**src/rtl/spi_arb_pkg.sv**
```systemverilog
`default_nettype none
// ============================================================================
// Module : spi_arb_pkg
// Purpose: Shared types and helpers for the SPI configuration arbiter:
//          FSM state encoding, channel-index width, round-robin pick.
// Ports  : none (package)
// Rev    : 1.0  initial release
// ============================================================================
package spi_arb_pkg;

  typedef enum logic [1:0] {
    ST_IDLE  = 2'd0,
    ST_GRANT = 2'd1,
    ST_DRAIN = 2'd2
  } arb_state_e;

  localparam int CH_IDX_W = 3;

  // First set bit of req searching upward from ptr+1, wrapping modulo n.
  // ptr < n <= 8, so ptr+i < 2n and one conditional subtract is a full modulo.
  function automatic logic [CH_IDX_W-1:0] rr_pick(input logic [7:0]          req,
                                                  input logic [CH_IDX_W-1:0] ptr,
                                                  input int                  n);
    logic [CH_IDX_W-1:0] pick;
    logic                found;
    logic [4:0]          sum;
    pick  = '0;
    found = 1'b0;
    for (int i = 1; i <= 8; i++) begin
      sum = 5'(ptr) + 5'(i);
      if (sum >= 5'(n)) sum = sum - 5'(n);
      if ((i <= n) && !found && req[sum[CH_IDX_W-1:0]]) begin
        pick  = sum[CH_IDX_W-1:0];
        found = 1'b1;
      end
    end
    return pick;
  endfunction

endpackage
`default_nettype wire

```
**src/rtl/rr_arbiter.sv**
```systemverilog
`default_nettype none
// ============================================================================
// Module : rr_arbiter
// Purpose: Combinational round-robin pick of the next channel index from an
//          eligibility mask and the last-granted pointer.
// Ports  : eligible_i  NUM_CH     channels allowed to win
//          ptr_i       CH_IDX_W   last granted index (search starts at +1)
//          valid_o     1          some channel is eligible
//          idx_o       CH_IDX_W   winning index (valid only with valid_o)
// Rev    : 1.0  initial release
// ============================================================================
module rr_arbiter
  import spi_arb_pkg::*;
#(
  parameter int NUM_CH = 3
) (
  input  logic [NUM_CH-1:0]   eligible_i,
  input  logic [CH_IDX_W-1:0] ptr_i,
  output logic                valid_o,
  output logic [CH_IDX_W-1:0] idx_o
);

  logic [7:0] w_req_ext;

  always_comb begin
    w_req_ext               = '0;
    w_req_ext[NUM_CH-1:0]   = eligible_i;
  end

  assign valid_o = |eligible_i;
  assign idx_o   = rr_pick(w_req_ext, ptr_i, NUM_CH);

endmodule
`default_nettype wire

```
**src/rtl/spi_cfg_arbiter.sv**
```systemverilog
`default_nettype none
// ============================================================================
// Module : spi_cfg_arbiter
// Purpose: Round-robin, session-locked arbiter between NUM_CH configuration
//          masters and one shared spi_master. Routes chip select per device,
//          returns busy/read data, force-releases sessions that overrun.
// Ports  : clk_20m, rstn (sync, active low)
//          req_i/wr_cmd_i/rd_cmd_i/wr_data_i  per-channel requests/commands
//          busy_o, grant_o, dev_cs_n_o        per-channel status/routing
//          rd_data_o                          broadcast read data
//          spi_*_o / spi_*_i                  shared spi_master interface
//          timeout_clr_i, timeout_o, timeout_ch_o  session-timeout reporting
// Rev    : 1.0  initial release
// ============================================================================
module spi_cfg_arbiter
  import spi_arb_pkg::*;
#(
  parameter int NUM_CH      = 3,
  parameter int MOSI_W      = 24,
  parameter int MISO_W      = 8,
  parameter int TIMEOUT_CYC = 1048576
) (
  input  logic                     clk_20m,
  input  logic                     rstn,
  input  logic [NUM_CH-1:0]        req_i,
  input  logic [NUM_CH-1:0]        wr_cmd_i,
  input  logic [NUM_CH-1:0]        rd_cmd_i,
  input  logic [NUM_CH*MOSI_W-1:0] wr_data_i,
  output logic [NUM_CH-1:0]        busy_o,
  output logic [MISO_W:0]          rd_data_o,
  output logic [NUM_CH-1:0]        grant_o,
  output logic                     spi_wr_cmd_o,
  output logic                     spi_rd_cmd_o,
  output logic [MOSI_W-1:0]        spi_wr_data_o,
  input  logic                     spi_busy_i,
  input  logic                     spi_ncs_i,
  input  logic [MISO_W:0]          spi_rd_data_i,
  output logic [NUM_CH-1:0]        dev_cs_n_o,
  input  logic                     timeout_clr_i,
  output logic                     timeout_o,
  output logic [CH_IDX_W-1:0]      timeout_ch_o
);

  localparam int                 C_TMR_W    = $clog2(TIMEOUT_CYC);
  localparam logic [C_TMR_W-1:0] C_TMR_LAST = C_TMR_W'(TIMEOUT_CYC - 1);

  arb_state_e            state_q,      state_d;
  logic [NUM_CH-1:0]     grant_q,      grant_d;
  logic [CH_IDX_W-1:0]   gidx_q,       gidx_d;
  logic [CH_IDX_W-1:0]   ptr_q,        ptr_d;
  logic [C_TMR_W-1:0]    timer_q,      timer_d;
  logic                  wr_cmd_q,     wr_cmd_d;
  logic                  rd_cmd_q,     rd_cmd_d;
  logic [MOSI_W-1:0]     wr_data_q,    wr_data_d;
  logic                  pend_q,       pend_d;
  logic [NUM_CH-1:0]     blocked_q,    blocked_d;
  logic                  timeout_q,    timeout_d;
  logic [CH_IDX_W-1:0]   timeout_ch_q, timeout_ch_d;

  logic                  w_pick_valid;
  logic [CH_IDX_W-1:0]   w_pick_idx;
  logic                  w_req_g;
  logic                  w_wr_g;
  logic                  w_rd_g;
  logic [MOSI_W-1:0]     w_data_g;
  logic                  w_cmd_out;

  rr_arbiter #(
    .NUM_CH (NUM_CH)
  ) u_rr (
    .eligible_i (req_i & ~blocked_q),
    .ptr_i      (ptr_q),
    .valid_o    (w_pick_valid),
    .idx_o      (w_pick_idx)
  );

  // grant_q is one-hot, so masking by it selects the granted channel.
  assign w_req_g   = |(req_i    & grant_q);
  assign w_wr_g    = |(wr_cmd_i & grant_q);
  assign w_rd_g    = |(rd_cmd_i & grant_q);
  assign w_cmd_out = wr_cmd_q | rd_cmd_q;

  always_comb begin
    w_data_g = '0;
    for (int k = 0; k < NUM_CH; k++) begin
      if (grant_q[k]) w_data_g = w_data_g | wr_data_i[k*MOSI_W +: MOSI_W];
    end
  end

  // State register
  always_ff @(posedge clk_20m) begin
    if (!rstn) begin
      state_q      <= ST_IDLE;
      grant_q      <= '0;
      gidx_q       <= '0;
      ptr_q        <= CH_IDX_W'(NUM_CH - 1);
      timer_q      <= '0;
      wr_cmd_q     <= 1'b0;
      rd_cmd_q     <= 1'b0;
      wr_data_q    <= '0;
      pend_q       <= 1'b0;
      blocked_q    <= '0;
      timeout_q    <= 1'b0;
      timeout_ch_q <= '0;
    end else begin
      state_q      <= state_d;
      grant_q      <= grant_d;
      gidx_q       <= gidx_d;
      ptr_q        <= ptr_d;
      timer_q      <= timer_d;
      wr_cmd_q     <= wr_cmd_d;
      rd_cmd_q     <= rd_cmd_d;
      wr_data_q    <= wr_data_d;
      pend_q       <= pend_d;
      blocked_q    <= blocked_d;
      timeout_q    <= timeout_d;
      timeout_ch_q <= timeout_ch_d;
    end
  end

  // Next-state logic
  always_comb begin
    state_d      = state_q;
    grant_d      = grant_q;
    gidx_d       = gidx_q;
    ptr_d        = ptr_q;
    timer_d      = timer_q;
    wr_cmd_d     = 1'b0;
    rd_cmd_d     = 1'b0;
    wr_data_d    = wr_data_q;
    timeout_ch_d = timeout_ch_q;
    // A timed-out channel stays blocked only while it keeps requesting.
    blocked_d    = blocked_q & req_i;
    // Clear request first so a same-cycle timeout below overrides it.
    timeout_d    = timeout_q & ~timeout_clr_i;
    // Busy seen while the command strobe is still out belongs to a
    // previous transfer, so only clear once the strobe has gone.
    pend_d       = pend_q;
    if (spi_busy_i && !w_cmd_out) pend_d = 1'b0;

    case (state_q)
      ST_IDLE: begin
        if (w_pick_valid) begin
          state_d = ST_GRANT;
          grant_d = NUM_CH'(1) << w_pick_idx;
          gidx_d  = w_pick_idx;
          ptr_d   = w_pick_idx;
          timer_d = '0;
        end
      end
      ST_GRANT: begin
        timer_d = timer_q + C_TMR_W'(1);
        if (w_wr_g) begin
          wr_cmd_d  = 1'b1;
          wr_data_d = w_data_g;
          pend_d    = 1'b1;
        end else if (w_rd_g) begin
          rd_cmd_d  = 1'b1;
          pend_d    = 1'b1;
        end
        if (!w_req_g) begin
          state_d = ST_DRAIN;
        end else if (timer_q == C_TMR_LAST) begin
          state_d      = ST_DRAIN;
          timeout_d    = 1'b1;
          timeout_ch_d = gidx_q;
          blocked_d    = blocked_d | grant_q;
        end
      end
      ST_DRAIN: begin
        if (!pend_q && !spi_busy_i) begin
          state_d = ST_IDLE;
          grant_d = '0;
        end
      end
      default: begin
        state_d = ST_IDLE;
        grant_d = '0;
      end
    endcase
  end

  // Output logic
  always_comb begin
    busy_o = '1;
    if (state_q == ST_GRANT) begin
      busy_o = ~grant_q | {NUM_CH{spi_busy_i | pend_q | w_cmd_out}};
    end
    dev_cs_n_o = ~grant_q | {NUM_CH{spi_ncs_i}};
  end

  assign grant_o       = grant_q;
  assign spi_wr_cmd_o  = wr_cmd_q;
  assign spi_rd_cmd_o  = rd_cmd_q;
  assign spi_wr_data_o = wr_data_q;
  assign rd_data_o     = spi_rd_data_i;
  assign timeout_o     = timeout_q;
  assign timeout_ch_o  = timeout_ch_q;

endmodule
`default_nettype wire

```
**config.mk**
```make
export PLATFORM = sky130hd
export DESIGN_NAME = spi_cfg_arbiter
export DESIGN_NICKNAME = d
export VERILOG_FILES = /design/src/rtl/spi_arb_pkg.sv /design/src/rtl/rr_arbiter.sv /design/src/rtl/spi_cfg_arbiter.sv
export SDC_FILE = /design/constraint.sdc
export NUM_CORES = 1
export LEC_CHECK = 0
export BUFFER_PORTS_ARGS = -buffer_cell sky130_fd_sc_hd__buf_2
export CAP_MARGIN = 0
export CORE_ASPECT_RATIO = 1.1
export CORE_MARGIN = 1.5
export CORE_UTILIZATION = 41
export DETAILED_ROUTE_END_ITERATION = 8
export PLACE_DENSITY_LB_ADDON = 0.12
export SYNTH_ARGS = -nofsm -noshare
export SYNTH_HDL_FRONTEND = slang
export SYNTH_SLANG_ARGS = --single-unit
export TNS_END_PERCENT = 30
```
**constraint.sdc**
```tcl
create_clock -name clk_20m -period 6.8 [get_ports clk_20m]
set_input_delay 0 -clock clk_20m [delete_from_list [all_inputs] [get_ports clk_20m]]
set_output_delay 0 -clock clk_20m [all_outputs]
set_load 0.005 [all_outputs]
```
### After elaboration in Yosys (flattened, before gate mapping)

Index checks and enable logic that the tools add are counted.

* $add $sub $neg: 7
* $mul: 0
* div/mod/pow operators: 0
* order comparisons: 6
* equality and inequality tests: 6
* shift operators: 1
* muxes and demuxes: 40
* bitwise gates (word level): 19
* reductions and logical operators: 23

Operator list (count)
* $mux W24: 3
* $or A24 B24 Y24: 2
* $pmux W20 S2: 1
* $mux W3: 12
* $add A20 B1 Y20 const B: 1
* $eq A20 B20 Y1 const B: 1
* $mux W20: 1
* $and A3 B3 Y3: 5
* $mux W1: 14
* $ge A4 B2 Y1 const B: 3
* $lt A3 B4 Y1 const B: 3
* $reduce_or A3 Y1: 4
* $bmux W1 S3: 3
* $or A3 B3 Y3: 3
* $pmux W3 S3: 1
* $reduce_and A3 Y1: 3
* $sub A3 B2 Y3 const B: 3
* $add A3 B2 Y4 const B: 2
* $mux W2: 4
* $reduce_and A2 Y1: 4
* $not A3 Y3: 2
* $pmux W2 S3: 1
* $logic_not A1 Y1: 5
* $reduce_or A5 Y1: 1
* 13 further kinds: 20

* flip-flop bits (word level): 65
* bits in latches: 0
* bits in writable memories: 0
* ROM bits: 0
* input port bits: 95
* output and inout port bits: 48
* word-level logic and storage cells: 114
* memories: 0

### Logic depth before layout (Yosys ltp)

* depth in word-level cells: 15
* depth in mapped cells: 10
* mapped depth without buffers: 9

### Modules after synthesis

From an unflattened synthesis, not the netlist that was laid out.

* cells, all modules: 435
* area, all modules: 3768.6 um2

By module, submodules not included
* spi_cfg_arbiter: times used 1, cells an instance 348, area each 3120.5 um2, seq. area each 1261.2 um2
* rr_arbiter: times used 1, cells an instance 87, area each 648.1 um2, seq. area each 0.0 um2

### Least setup slack after synthesis

OpenSTA, ideal clock, no wires.

* kind: register to register
* start: register gidx_q[2] (netlist name)
* end: register grant_q[0], in the netlist grant_o[0]
* library setup time: 117 ps
* arrival time: 2209 ps
* data required time: 6683 ps
* slack: 4474 ps
* cell stages (with the launch flop): 9
* path buffers: 0
* clock period less this slack: 2326 ps
* path through: dfxtp_1 inv_1 ha_1 or3b_2 a32oi_1 o32ai_1 or2_2 o221a_2 a32o_1

RTL lines
* end signal, assigned: line spi_cfg_arbiter.sv:107 `grant_q <= grant_d;`
* end, declared: line spi_cfg_arbiter.sv:48 `logic [NUM_CH-1:0] grant_q, grant_d;`

==> reports/qor.yml <==
yosys:
  avgSynthCellArea_um2: 8.16
  synth_top_area_share: 0.368
  yosysWarningCount: 0
  synth-edff-count: 0
  post-synth-top-area-cell: "dfxtp_1"
  synthFlopType: "dfxtp_1"
  ys_top_cells_by_area: "dfxtp_1 37%, a222oi_1 7.9%, nor2_1 6.2%"
  synth_fp_nets: 523
  netlist_instances: 420
  ys_seq_area_frac: 0.368
  synthArstFlopShare: 0
  ys_ff_latch: 63
  ys_types: 53
  netlist_area_mm2: 0.00343
worst_setup_path:
  arrival_ns: 3.32
  r2r_start: "gidx_q[0]"
  timing.critical_path.from: "gidx_q[0]"
  worstPathMaxFanout: 23
  startpoint_type: "flip-flop"
  required_ns: 7.03
  endpoint_kind: "flip-flop"
  path_class: "reg -> reg"
timing:
  finalHoldViolCount: 0
  report.final.slew_viol_count: 0
  setup_tns_ns: 0
  slew_headroom: 0.345
  fin_crit_sh: 0.454
  max_freq_ghz: 0.324
  finalCriticalPeriod_ns: 3.09
  fin_skew_ns: 0.0121
  worstMarginPinSlew_ns: 0.969
  rsz0062_at_grt: "false"
  finalSetupViolations: 0
cts:
  h-tree-depth: 3
  clk_pin_slew_ns: 0.07
  clockBufferDepth: 2
  cts.sinks: 63
  cts_buffers: 9
  clkLatencyLatePin_ns: 0.35
  tritoncts: "done"
  cts-root-buf: "clkbuf_8"
layout:
  nets: 631
  mostFrequentLayoutCells: "124 x buf_2, 63 x dfxtp_1, 56 x nor2_1, 27 x nand2_1, 27 x a222oi_1"
  syn_to_final_growth_pct: 25.8
  fillerInstances: 801
  final_common_cell: "buf_2"
  n_antenna_cell: 0
  drive_gt1_frac: 0.295
route:
  drc_errors: 0
  routed_wl_um: 9450
  postRouteAntennaNets: 0
  drt-pass1-iter-count: 6
  drtIter0Drc: 220
  via_per_inst: 5.68
  vias: 3642
  wl_per_cell_um: 14.7
floorplan:
  die_x_um: 90.2
  rows: 34
  start_util: 0.429
  design.die.area_mm2: 0.00892
  pin_count: 143
  core_area_mm2: 0.00800
  die_y_um: 98.9
worst_hold_path:
  hp-start: "spi_rd_data_i[5]"
  min_path_type: "in -> out"
placement:
  portBuffers: 124
  gp_congestion: 0.940
  dp_hpwl_um: 6750
power_and_ir_drop:
  p_sw_mw: 0.563
  powerDensity_mw_per_mm2: 334
  switching_share: 0.391
  ir_drop_v: 0.000120
  intPower_mw: 0.878
  p_comb_frac: 0.425
  power_frac_clock: 0.252
  power_mw: 1.44
  p_leak_nw: 1.74
  p_seq_frac: 0.323
global_routing:
  antenna_found_initial: 0
  overflow: 0
  grt_usage: 0.209
  grt_pass1_wl_um: 15200
  grt_max_degree: 55
  grt_pass1_vias: 3288
run:
  drv_cap: 0
status:
  status: "finished clean"
## cell families (layout without fill, tap and decap cells)
family / after synthesis / in the layout / synth area share
XOR/XNOR: 3 / 3 / 0.00767
multiplexers: 5 / 5 / 0.0146
buffers and inverters: 44 / 157 / 0.0588
flip-flops: 63 / 63 / 0.368
adder cells (fa/ha/maj): 8 / 8 / 0.0292
AND/OR/NAND/NOR: 170 / 170 / 0.245
AO/OA/AOI/OAI: 127 / 127 / 0.277
## cell type report
class / count / area [µm²] / area share
clock buffer: 10 / 128 / 0.0296
inverter: 8 / 30.0 / 0.00696
clock inverter: 6 / 83.8 / 0.0194
timing repair buffer: 133 / 703 / 0.163
sequential: 63 / 1260 / 0.292
multi-input combinational: 313 / 1970 / 0.457
tap: 108 / 135 / 0.0313
## critical path: stages, from the launching register on
cell and delay (ns):
dfxtp_1 0.79, inv_1 0.22, ha_1 0.27, xnor2_1 0.20, nor3_1 0.35, or4_1 0.17
and4_4 0.22, nand4_1 0.17, o221a_2 0.32, a32o_1 0.25
## per-stage QoR
step	util	setup WS, ns	instance area (µm²)	hold WS, ns	instances
after floorplan	-	4.47	3430	0.0808	420
after global placement	0.505	3.82	4040	0.0000346	619
after detailed placement	0.505	3.75	4040	0.0000346	619
after CTS	0.539	3.72	4310	0.0000346	641
after global routing	0.539	3.49	4310	0.0000346	641
final	0.539	3.71	4310	0.00000845	641
## what timing repair did
action,in CTS,in global routing
hold endpoints to repair,9,0
buffers inserted,0,0
resized for setup,0,0
hold buffers,6,0
## cell usage after synthesis (all sizes together), types with 4 or more instances
cell / number
a211oi: 24
mux2i: 5
or2: 7
o21ai: 21
nand2b: 9
and3: 7
dfxtp: 63
a222oi: 27
clkbuf: 24
o21a: 4
nand3: 25
o211ai: 5
ha: 8
nor2: 58
inv: 8
buf: 12
nor2b: 5
nor3: 10
a21oi: 23
nand4: 4
nand2: 27
## power by group through the flow
| stage | combinational [mW] | sequential, mW | clock [mW] |
|---|---|---|---|
| floorplan | 0.457 | 0.459 | 0 |
| global placement | 0.601 | 0.473 | 0 |
| detailed placement | 0.608 | 0.475 | 0 |
| CTS | 0.614 | 0.466 | 0.368 |
| global route | 0.685 | 0.473 | 0.384 |
| finish | 0.613 | 0.466 | 0.363 |
## state kept, by name, summed over array words and instances, names as in the netlist, 2 cells and up
name           count
timer_q           20
gidx_q             3
spi_wr_data_o     24
state_q            2
blocked_q          3
timeout_ch_o       3
grant_o            3
## final timing paths
| check | to | slack (ns) | cells past startpoint |
|---|---|---|---|
| max | grant_o[0] | 3.71 | 9 |
| min | rd_data_o[5] | 0.000008 | 0 |
| max reg2reg | grant_o[0] | 3.71 | 9 |
| min reg2reg | pend_q | 0.46 | 2 |
## per-layer routing
metal,share of wire,GRT usage
met4,0.018,0.0928
met1,0.43,0.252
met5,0,0
met3,0.044,0.0347
met2,0.51,0.364
(Power assumes the default switching activity.)
